[src/rtl/wave_voice_scheduler.sv]
// wave_voice_scheduler: time-multiplexes NUM_VOICES phase accumulators onto one
// shared waveform generator and mixes the returned samples into a saturated sum.
//
// Ports:
//   clk, rst                 clock, asynchronous active-high reset
//   cfg_we/voice/inc/en      per-voice increment/enable write (accepted in any state)
//   sample_tick              request one mixing round
//   gen_valid, gen_phase     issue strobe and 12-bit phase to the generator
//   gen_wave, gen_out_valid  signed 21-bit generator sample return
//   mix_out, mix_valid       saturated 21-bit mix and its one-cycle strobe
//   busy                     round in progress
//   tick_missed              one-cycle pulse when a tick arrives while busy
//
// GEN_LATENCY must be at least 1.
module wave_voice_scheduler #(
  parameter int unsigned NUM_VOICES  = 4,
  parameter int unsigned ACC_WIDTH   = 24,
  parameter int unsigned GEN_LATENCY = 2
) (
  input  logic                          clk,
  input  logic                          rst,
  input  logic                          cfg_we,
  input  logic [$clog2(NUM_VOICES)-1:0] cfg_voice,
  input  logic [ACC_WIDTH-1:0]          cfg_inc,
  input  logic                          cfg_en,
  input  logic                          sample_tick,
  output logic                          gen_valid,
  output logic [11:0]                   gen_phase,
  input  logic [20:0]                   gen_wave,
  input  logic                          gen_out_valid,
  output logic [20:0]                   mix_out,
  output logic                          mix_valid,
  output logic                          busy,
  output logic                          tick_missed
);

  localparam int unsigned SLOT_W = $clog2(NUM_VOICES);
  localparam int unsigned SUM_W  = 21 + SLOT_W;
  localparam int unsigned CNT_W  = (GEN_LATENCY > 2) ? $clog2(GEN_LATENCY) : 1;

  localparam logic [SLOT_W-1:0]       LAST_SLOT  = SLOT_W'(NUM_VOICES - 1);
  localparam logic [CNT_W-1:0]        LAST_DRAIN = CNT_W'(GEN_LATENCY - 1);
  localparam logic signed [SUM_W-1:0] MIX_MAX    = SUM_W'(32'sd1048575);
  localparam logic signed [SUM_W-1:0] MIX_MIN    = SUM_W'(-32'sd1048576);

  typedef enum logic [1:0] {IDLE, ISSUE, DRAIN, DONE} state_t;

  state_t                  state;
  logic [SLOT_W-1:0]       slot;
  logic [CNT_W-1:0]        drain_cnt;
  logic signed [SUM_W-1:0] sum;

  logic [ACC_WIDTH-1:0]    acc [NUM_VOICES];
  logic [ACC_WIDTH-1:0]    inc [NUM_VOICES];
  logic [NUM_VOICES-1:0]   en;

  logic                    issue_now;
  logic [SLOT_W-1:0]       issue_slot;
  logic signed [SUM_W-1:0] wave_ext;
  logic signed [SUM_W-1:0] sum_next;
  logic [20:0]             mix_clamped;

  // Slot whose registered gen_valid/gen_phase become visible in the next cycle.
  // The accumulator advances on the same edge that launches its phase.
  always_comb begin
    issue_now  = 1'b0;
    issue_slot = '0;
    if (state == IDLE && sample_tick) begin
      issue_now = 1'b1;
    end else if (state == ISSUE && slot != LAST_SLOT) begin
      issue_now  = 1'b1;
      issue_slot = slot + SLOT_W'(1);
    end
  end

  // Running sum including this cycle's sample, and its saturated 21-bit form.
  always_comb begin
    wave_ext = SUM_W'(signed'(gen_wave));
    sum_next = sum;
    if ((state inside {ISSUE, DRAIN}) && gen_out_valid) begin
      sum_next = sum + wave_ext;
    end
    if (sum_next > MIX_MAX) begin
      mix_clamped = 21'h0FFFFF;
    end else if (sum_next < MIX_MIN) begin
      mix_clamped = 21'h100000;
    end else begin
      mix_clamped = sum_next[20:0];
    end
  end

  // Round sequencer, voice state and all registered outputs.
  always_ff @(posedge clk or posedge rst) begin
    if (rst) begin
      state       <= IDLE;
      slot        <= '0;
      drain_cnt   <= '0;
      sum         <= '0;
      en          <= '0;
      gen_valid   <= 1'b0;
      gen_phase   <= '0;
      mix_out     <= '0;
      mix_valid   <= 1'b0;
      busy        <= 1'b0;
      tick_missed <= 1'b0;
      for (int v = 0; v < NUM_VOICES; v++) begin
        acc[v] <= '0;
        inc[v] <= '0;
      end
    end else begin
      gen_valid   <= 1'b0;
      gen_phase   <= '0;
      mix_valid   <= 1'b0;
      tick_missed <= sample_tick && busy;
      sum         <= sum_next;

      if (issue_now && en[issue_slot]) begin
        gen_valid <= 1'b1;
        gen_phase <= acc[issue_slot][ACC_WIDTH-1 -: 12];
      end

      case (state)
        IDLE: begin
          if (sample_tick) begin
            state <= ISSUE;
            slot  <= '0;
            busy  <= 1'b1;
          end
        end
        ISSUE: begin
          if (slot == LAST_SLOT) begin
            state     <= DRAIN;
            drain_cnt <= '0;
          end else begin
            slot <= slot + SLOT_W'(1);
          end
        end
        DRAIN: begin
          if (drain_cnt == LAST_DRAIN) begin
            state     <= DONE;
            mix_out   <= mix_clamped;
            mix_valid <= 1'b1;
            sum       <= '0;
          end else begin
            drain_cnt <= drain_cnt + CNT_W'(1);
          end
        end
        DONE: begin
          state <= IDLE;
          busy  <= 1'b0;
        end
        default: state <= IDLE;
      endcase

      // Config write follows the increment so a clear beats the advance.
      for (int v = 0; v < NUM_VOICES; v++) begin
        if (issue_now && issue_slot == SLOT_W'(v) && en[v]) begin
          acc[v] <= acc[v] + inc[v];
        end
        if (cfg_we && cfg_voice == SLOT_W'(v)) begin
          inc[v] <= cfg_inc;
          en[v]  <= cfg_en;
          if (!cfg_en) begin
            acc[v] <= '0;
          end
        end
      end
    end
  end

endmodule

[config.mk]
export PLATFORM = sky130hd
export DESIGN_NAME = wave_voice_scheduler
export DESIGN_NICKNAME = d
export VERILOG_FILES = /design/src/rtl/wave_voice_scheduler.sv
export SDC_FILE = /design/constraint.sdc
export NUM_CORES = 1
export LEC_CHECK = 0
export ABC_CLOCK_PERIOD_IN_PS = 25300
export BUFFER_PORTS_ARGS = -buffer_cell sky130_fd_sc_hd__clkbuf_2
export CAP_MARGIN = 5
export CORE_MARGIN = 1
export CORE_UTILIZATION = 25
export DETAILED_ROUTE_END_ITERATION = 10
export PLACE_DENSITY = 0.47
export SETUP_SLACK_MARGIN = 0.15
export SYNTH_ARGS = -nofsm -noshare
export SYNTH_HDL_FRONTEND = slang
export SYNTH_SLANG_ARGS = --single-unit
[constraint.sdc]
create_clock -name clk -period 25.3 [get_ports clk]
set_input_delay 2.53 -clock clk [delete_from_list [all_inputs] [get_ports clk]]
set_output_delay 2.53 -clock clk [all_outputs]
set_load 0.02 [all_outputs]
After elaboration in Yosys (flattened, before gate mapping)
Cells that the tools add are included.
- output and inout port bits: 37
- word-level logic and storage cells: 119
- input port bits: 53
- register bits: 261
- muxes and demuxes: 42
- reductions and logical operators: 28
- magnitude comparators: 4
- equality and inequality tests: 15
- $add $sub $neg: 7
- bitwise operators: 1
- operator list (kind ; number):
    $mux W24 ; 14
    $add A24 B24 Y24 ; 4
    $mux W23 ; 3
    $bmux W24 S2 ; 1
    $mux W21 ; 2
    $add A23 B21 Y23 ; 1
    $gt A23 B21 Y1 const B ; 1
    $lt A23 B21 Y1 const B ; 1
    $logic_and A1 B1 Y1 ; 17
    $eq A2 B2 Y1 const B ; 7
    $mux W2 ; 7
    $mux W12 ; 1
    $mux W1 ; 9
    $ne A2 B2 Y1 const B ; 4
    $pmux W2 S4 ; 1
    $eq A2 B1 Y1 const B ; 3
    $logic_not A2 Y1 ; 3
    $reduce_and A2 Y1 ; 3
    $reduce_and A3 Y1 ; 2
    $reduce_bool A2 Y1 ; 3
    $pmux W1 S2 ; 2
    $pmux W2 S2 ; 1
    $ge A3 B3 Y1 const B ; 1
    $lt A2 B3 Y1 const B ; 1
    5 further kinds ; 5

Depth between registers and ports, before layout
Gate-level depths: netlist (run 1).
- word-level depth: 10
- mapped depth: 12
- gate-level depth less buffers: 11

Least setup slack after synthesis (run 1)
Ideal clock, no wire load.
- path kind: input to register
- from: input gen_wave[0]
- to: register mix_out[0]
- path buffers: 1
- stages: 12
- data required time: 25179 ps
- data arrival time: 5065 ps
- setup slack: 20114 ps
- library setup time: 121 ps
- path through: ha_1 > fa_1 > a21oi_1 > a2bb2oi_1 > a211oi_1 > o211ai_1 > a21oi_1 > or3_1 > and2_1 > o32a_1 > buf_6 > o22a_1
- cells in the longest elaborated chain, start to end: 5
- elaborated cells between the ends (all ways): 6
- classes of those cells: add/sub (1); order compare (2); mux (3)
- RTL lines (element ; RTL line ; source):
    from (decl) ; 29 ; input logic [20:0] gen_wave,
    $add A23 B21 Y23 (*) ; 81 ; sum_next = sum + wave_ext;
    $mux W23 (*) ; 80 ; if ((state inside {ISSUE, DRAIN}) && gen_out_valid) begin
    $lt A23 B21 Y1 ; 85 ; end else if (sum_next < MIX_MIN) begin
    $mux W21 ; 85 ;
    $mux W21 (*) ; 83 ; if (sum_next > MIX_MAX) begin
    to (signal assigned) ; 141 ; mix_out <= mix_clamped;
    to (decl) ; 31 ; output logic [20:0] mix_out,
Mark *: on every way between the ends. The rest lies on a longest branch, timed or not.
A chain may end at the register's enable or synchronous reset.

Worst setup path in the final report (run 1)
- from: input gen_wave[0]
- to: register mix_out[10]
The elaborated chain is that of the path after synthesis.

==> results.md, run 1 <==
- Status: finished, final reports clean
- Compound-cell area share of the yosys netlist: 18.5%
- Setup crit end kind: flip-flop
- Synth Area in Adders: 10.0%
- DRC: 0
- Layout cell share with drive strength beyond 1: 16.2%
- CP arrival: 6.19 ns
- R2r startpoint: slot[0]
- # hold bufs at CTS: 0
- Mapped Area: 0.0159 mm²
- IO buf count: 89
- Slew headroom: 26.5%
- Hold Crit Start: mix_out[12]
- Number of synthesized flops with an enable pin: 0
- Die area: 0.0646 mm²
- Xor/xnor cell area share of the yosys netlist: 4.68%
- Commonest non-fill, non-tap cell in the layout: dfrtp_1
- Ys Warns: 0
- Detailed placement HPWL: 32.6 mm
- Most frequent CP cell: a21oi_1
- Worst Hold Class: reg2reg
- Max incr delay on CP: 0.84 ns
- H-tree depth: 2
- Crit. Startpoint: gen_wave[0]
- Final #Nets: 1904
- Sequential area share after synthesis: 41.1%
- Total number of vias: 12689
- Die Span X: 254 µm
- Worst-Margin Slew: 1.10 ns
- CP Class: in2reg
- Max-Cap Viols: 0
- RSZ-0062 raised after global routing: false
- GR Util met1: 20.7%
- Antenna violations before repair: 7
- Final hold viol count: 0
- Diodes inserted: 0
- Clock transition at path regs: 0.06 ns
- Final min period: 5.78 ns
- Die height: 254 µm
- Max VDD drop: 0.0521 mV
- WP data required: 25.71 ns
- Via density: 4.89
- Tot GR Track Use: 14.8%
- CP max-delay cell: a22oi_1
- Iteration-0 DRC Markers: 673
- WP buf/inv: 2
- Vias in the first global route: 12533
- Number of CTS-inserted buffers: 34
- Clk Latency, worst-skew pair: 0.57 ns
- GR peak layer: met2
- Most frequent cells in the layout: dfrtp_1 (260), nand2_1 (184), a21oi_1 (174)
- CTS tree: yes
- Ys flop type: dfrtp_1
- Post-synthesis simple-gate area fraction: 14.0%
- First-pass GRT wire length: 73.4 mm
- Sum Neg Setup Slack: 0 ns
- Setup Buffers After CTS: 0
- FP Rows: 92
- Hold_ws: 0.505 ns
- Clock Path Buffers: 3
- Io pins: 90
- CP max FO: 12
- Post-CTS sizing: 0
- CORE AREA: 0.0630 mm²
- Main combinational cell family by area after synthesis: compound AO/OA/AOI/OAI gates
- Clock Skew: 0.0410 ns
- Syn nets: 1832
- Grt met3 use: 2.74%
- Clock Sinks: 261
- First-pass iteration count of the detailed router: 5
- Max Clk Rate: 173 MHz
- Mux share of post-synthesis cell area: 9.09%
- WL/cell: 18.1 µm
- Largest net degree at the start of global routing: 118
- WL final: 47.0 mm
- CP Cell Sequence: clkbuf_2 -> ha_1 -> fa_1 -> a21oi_1 -> a2bb2oi_1 -> a211oi_1 -> o211ai_1 -> a21oi_1 -> or3_1 -> a22oi_1 -> buf_4 -> nor2_1 -> o22a_1
- Routability Congestion: 0.851
- Async set-reset flop share out of synthesis: 100%
- Tcrit/Tclk final: 22.8%
- PD cells: 122 mW/mm²
- Met2 Use GR: 22.9%
- Slew Viols, Final: 0
- P_leak: 8.35 nW
- GRT overflow: 0
- Yosys cell types: 72
- Remaining antenna violation count: 0
- Avg Inst Size Synth: 9.60 µm²
- Element type at the critical path start: input pin
- Final setup fails: 0
- Synth Register Bits: 261
- CP delay by family, top: compound AO/OA/AOI/OAI gates
- Synth-to-Final Area Change: 15.5%
- Fill count: 6658
- Root buffer cell: clkbuf_16
- Starting Density: 25.2%
- Post-Synthesis Cells: 1655
power breakdown:
group          total, mW  internal [mW]  switching, mW
Combinational       1.09          0.466          0.628
Sequential         0.667          0.556          0.111
Clock              0.480          0.279          0.202
cell type report:
type	count	area [µm²]	area share (%)
tap	846	1060	5.77
clock buffer	44	918	5.00
clock inverter	14	156	0.852
timing repair buffer	108	588	3.20
sequential	261	6530	35.6
multi-input combinational	1284	8950	48.8
inverter	38	150	0.818
cells in the mapped netlist, drive strengths merged, types with 6 or more instances:
cell	n	area share (%)
dfrtp	261	41
nand2	184	4.3
a21oi	175	5.5
nor2	137	3.2
ha	119	9.4
mux2	103	7.3
o21ai	65	2.1
clkbuf	62	1.5
a21o	55	2.6
xnor2	54	3.0
inv	37	0.87
nor3	35	1.1
a211oi	33	1.6
xor2	31	1.7
nand3	30	0.94
mux2i	28	1.8
o22a	21	1.2
a31oi	15	0.59
and3	15	0.59
nand2b	13	0.51
nor2b	13	0.51
o221ai	13	0.72
o21a	12	0.57
or3	12	0.47
o211ai	11	0.52
buf	10	0.35
nor3b	10	0.47
o21bai	10	0.47
and2	9	0.35
or2	6	0.24
stage by stage:
step | total power, mW | util, % | cells | instance area, µm² | setup slack, ns
floorplan | 1.50 | - | 1655 | 15900 | 15.59
global placement | 1.75 | 27.4 | 2537 | 17300 | 19.07
detailed placement | 1.77 | 27.4 | 2537 | 17300 | 19.03
CTS | 2.27 | 29.1 | 2595 | 18400 | 19.58
global route | 2.43 | 29.1 | 2595 | 18400 | 19.38
finish | 2.24 | 29.1 | 2595 | 18400 | 19.52
logic make-up after synthesis:
family,count (synthesis)
buffers and inverters,110
flip-flops,261
multiplexers,131
AND/OR/NAND/NOR,488
adder cells (fa/ha/maj),124
AO/OA/AOI/OAI,456
XOR/XNOR,85
worst paths after layout:
| kind | end | slack, ns | depth (start not counted) |
|---|---|---|---|
| setup / recovery | mix_out[10] | 19.52 | 13 |
| hold / removal | mix_out[12] | 0.51 | 1 |
| hold reg to reg | mix_out[12] | 0.51 | 1 |
| setup reg to reg | gen_phase[0] | 21.12 | 9 |
| max in group asynchronous | inc[0] | 20.69 | 4 |
| min in group asynchronous | mix_out[14] | 2.16 | 2 |
worst register-to-register path, delay by kind of cell, from the launching register on:
family	cells	cell delay (ns)
simple gates	4	2.04
compound gates	3	0.98
flops	1	0.39
fa+ha+maj	1	0.38
buf+inv	1	0.31
layer usage:
layer  up-vias  part of all wire [%]
met5         -                     0
met4         0                   2.7
met3        58                   5.5
met2       269                    44
met1      6219                    48
li1       6143                     -
registers in the layout, summed over array words and instances, names as in the netlist:
name         flops
slot             2
gen_valid        1
busy             1
drain_cnt        1
sum             23
inc             96
mix_out         21
tick_missed      1
acc             96
gen_phase       12
en               4
mix_valid        1
state            2
Note: power is estimated with default switching activity, not from simulation.
==> run 2: changes to the inputs <==
Settings changed: ABC_AREA set to 1, ABC_CLOCK_PERIOD_IN_PS 25300 to 5200, PLACE_DENSITY 0.47 to 0.49.
Clock period 25.3 ns to 5.2 ns, I/O delays scaled along.
==> run 2 against run 1 <==
Compared with the run above: count of clock-buffer cells in the layout down 5; final cell count up 32%; first-iteration DRC count grew 32%; wire length increased by 16%; register-to-register slack got worse by 19 ns; sequential power rose to 4.9 times the previous value; largest power group unchanged.
==> results.md, run 2 <==
- Slew headroom: 24.1%
- Clock Sinks: 261
- Syn nets: 2561
- Die area: 0.0708 mm²
- Worst-Margin Slew: 1.14 ns
- # hold bufs at CTS: 0
- Mapped Area: 0.0174 mm²
- First-pass GRT wire length: 86.1 mm
- Synth area leader: dfrtp_1
- Sum Neg Setup Slack: 0 ns
- DRC: 0
- Synth Register Bits: 261
- Total number of vias: 15586
- CORE AREA: 0.0688 mm²
- Worst Hold Class: in2async
- WL/cell: 15.9 µm
- Ys flop type: dfrtp_1
- Clk Latency, worst-skew pair: 0.60 ns
- Flop-to-flop setup slack: 1.90 ns
- Top cells by count, synth: nand2_1 (575), inv_1 (345), dfrtp_1 (261), o21ai_0 (206), nor2_1 (202)
- Starting Density: 25.3%
- Root buffer cell: clkbuf_16
- CP Class: reg2reg
- Die Span X: 266 µm
- Die height: 266 µm
- CP arrival: 3.75 ns
- Tcrit/Tclk final: 63.5%
- Top-count cell post-synth: nand2_1
- Max VDD drop: 0.298 mV
- PD cells: 578 mW/mm²
- Vias in the first global route: 15113
- Yosys cell types: 55
- Clock Path Buffers: 3
- Max-Cap Viols: 0
- Final setup fails: 0
- WL final: 54.4 mm
- Hold_ws: 0.0349 ns
- FP Rows: 96
- Detailed placement HPWL: 40.9 mm
- Avg Inst Size Synth: 7.31 µm²
- Iteration-0 DRC Markers: 891
- Largest net degree at the start of global routing: 157
- P_leak: 10.3 nW
- Status: finished, final reports clean
- Element type at the critical path start: flip-flop
- Routability Congestion: 0.895
- Final hold viol count: 0
- Clock transition at path regs: 0.06 ns
- Top cell type's share of synthesized area: 37.5%
- GRT overflow: 0
- Commonest non-fill, non-tap cell in the layout: nand2_1
- First-pass iteration count of the detailed router: 6
- Crit. Startpoint: state[1]
- Number of synthesized flops with an enable pin: 0
- Sequential area share after synthesis: 37.5%
- RSZ-0062 raised after global routing: false
- WP data required: 5.65 ns
- Final min period: 3.30 ns
- Async set-reset flop share out of synthesis: 100%
- Tot GR Track Use: 15.5%
- Largest cells by area after synthesis: dfrtp_1 (37%), nand2_1 (12%), ha_1 (8.5%)
- Reg2reg end: acc[26]
- Layout cell share with drive strength beyond 1: 10.4%
- Clock Skew: 0.0170 ns
- Most frequent cells in the layout: nand2_1 (575), inv_1 (344), dfrtp_1 (261)
- Setup Buffers After CTS: 0
- Final #Nets: 2637
- Remaining antenna violation count: 0
- IO buf count: 89
- Max Clk Rate: 303 MHz
- CTS tree: yes
- Post-CTS sizing: 0
- H-tree depth: 1
- R2r startpoint: state[1]
- Synth-to-Final Area Change: 14.3%
- CP max FO: 37
- Setup crit end kind: flip-flop
- Io pins: 90
- Ys Warns: 0
- R2R cell count: 11
- Antenna violations before repair: 18
- Largest regs: acc: 96 flops, inc: 96 flops, sum: 23 flops
- Slew Viols, Final: 0
- Post-Synthesis Cells: 2384
- Via density: 4.56
- Number of CTS-inserted buffers: 31
[run 2: changes by cell type in the layout (fill, tap and decap cells not counted), moves of 34 or more]
cell,before,now
nor2_1,137,202
mux2_2,102,0
inv_1,36,344
a21o_1,55,16
nand2_1,184,575
o21ai_0,60,206
nand4_1,5,39
xnor2_1,54,7
or2_2,5,39
a21oi_1,174,130
nand3_1,30,152
[run 2: critical path: stages (launching register included)]
cell     delay, ns
dfrtp_1       0.39
inv_1         0.10
ha_1          0.25
inv_1         0.09
nor2_2        0.18
nand3_2       0.17
nor2_1        0.53
nand2_1       0.48
inv_2         0.61
o21ai_0       0.17
o21ai_1       0.11
a21oi_1       0.05
[run 2: worst max path at each step]
stage,endpoint,depth (start not counted)
floorplan,acc[0],1
global placement,acc[89],14
detailed placement,acc[26],11
CTS,acc[26],11
global route,acc[26],11
finish,acc[26],11
[run 2: final cells by class]
type | instances | area, µm²
diodes | 3 | 7.51
clock buffers | 39 | 856
clock inverters | 18 | 198
fillers | 7635 | 48900
inverters | 358 | 1350
multi-input cells | 1709 | 9280
flip-flops and latches | 261 | 6530
well taps | 931 | 1160
repair buffers | 99 | 533
[run 2: metrics by stage]
step / setup WS (ns) / instances / power, mW / utilization [%] / area, µm²
floorplan: 1.24 / 2384 / 7.75 / - / 17400
global placement: 2.02 / 3358 / 9.29 / 27.4 / 18900
detailed placement: 1.91 / 3358 / 9.29 / 27.4 / 18900
CTS: 1.91 / 3415 / 11.6 / 28.9 / 19900
global route: 1.42 / 3415 / 12.6 / 28.9 / 19900
finish: 1.90 / 3418 / 11.5 / 28.9 / 19900
[run 2: routing by layer]
metal  global-route usage (%)  vias to the layer above  wire, µm
li1                         -                     7964         -
met1                     22.4                     7179     27000
met2                     22.9                      351     22100
met3                     3.82                       76      3930
met4                     3.65                       16      1270
met5                        0                        -       102
[run 2: report_power, final]
part	switching, mW	total (mW)	internal [mW]
combinational	3.89	6.00	2.11
sequential	0.503	3.24	2.74
clock	0.944	2.26	1.32
[run 2: kinds of logic (layout without fill, tap and decap cells)]
group,after synthesis,in the layout,synth area share (%)
flip-flops,261,261,37.5
AO/OA/AOI/OAI,490,490,16.5
adder cells (fa/ha/maj),124,124,9.12
buffers and inverters,414,514,9.25
XOR/XNOR,25,25,1.26
other,0,3,0
AND/OR/NAND/NOR,1070,1070,26.4
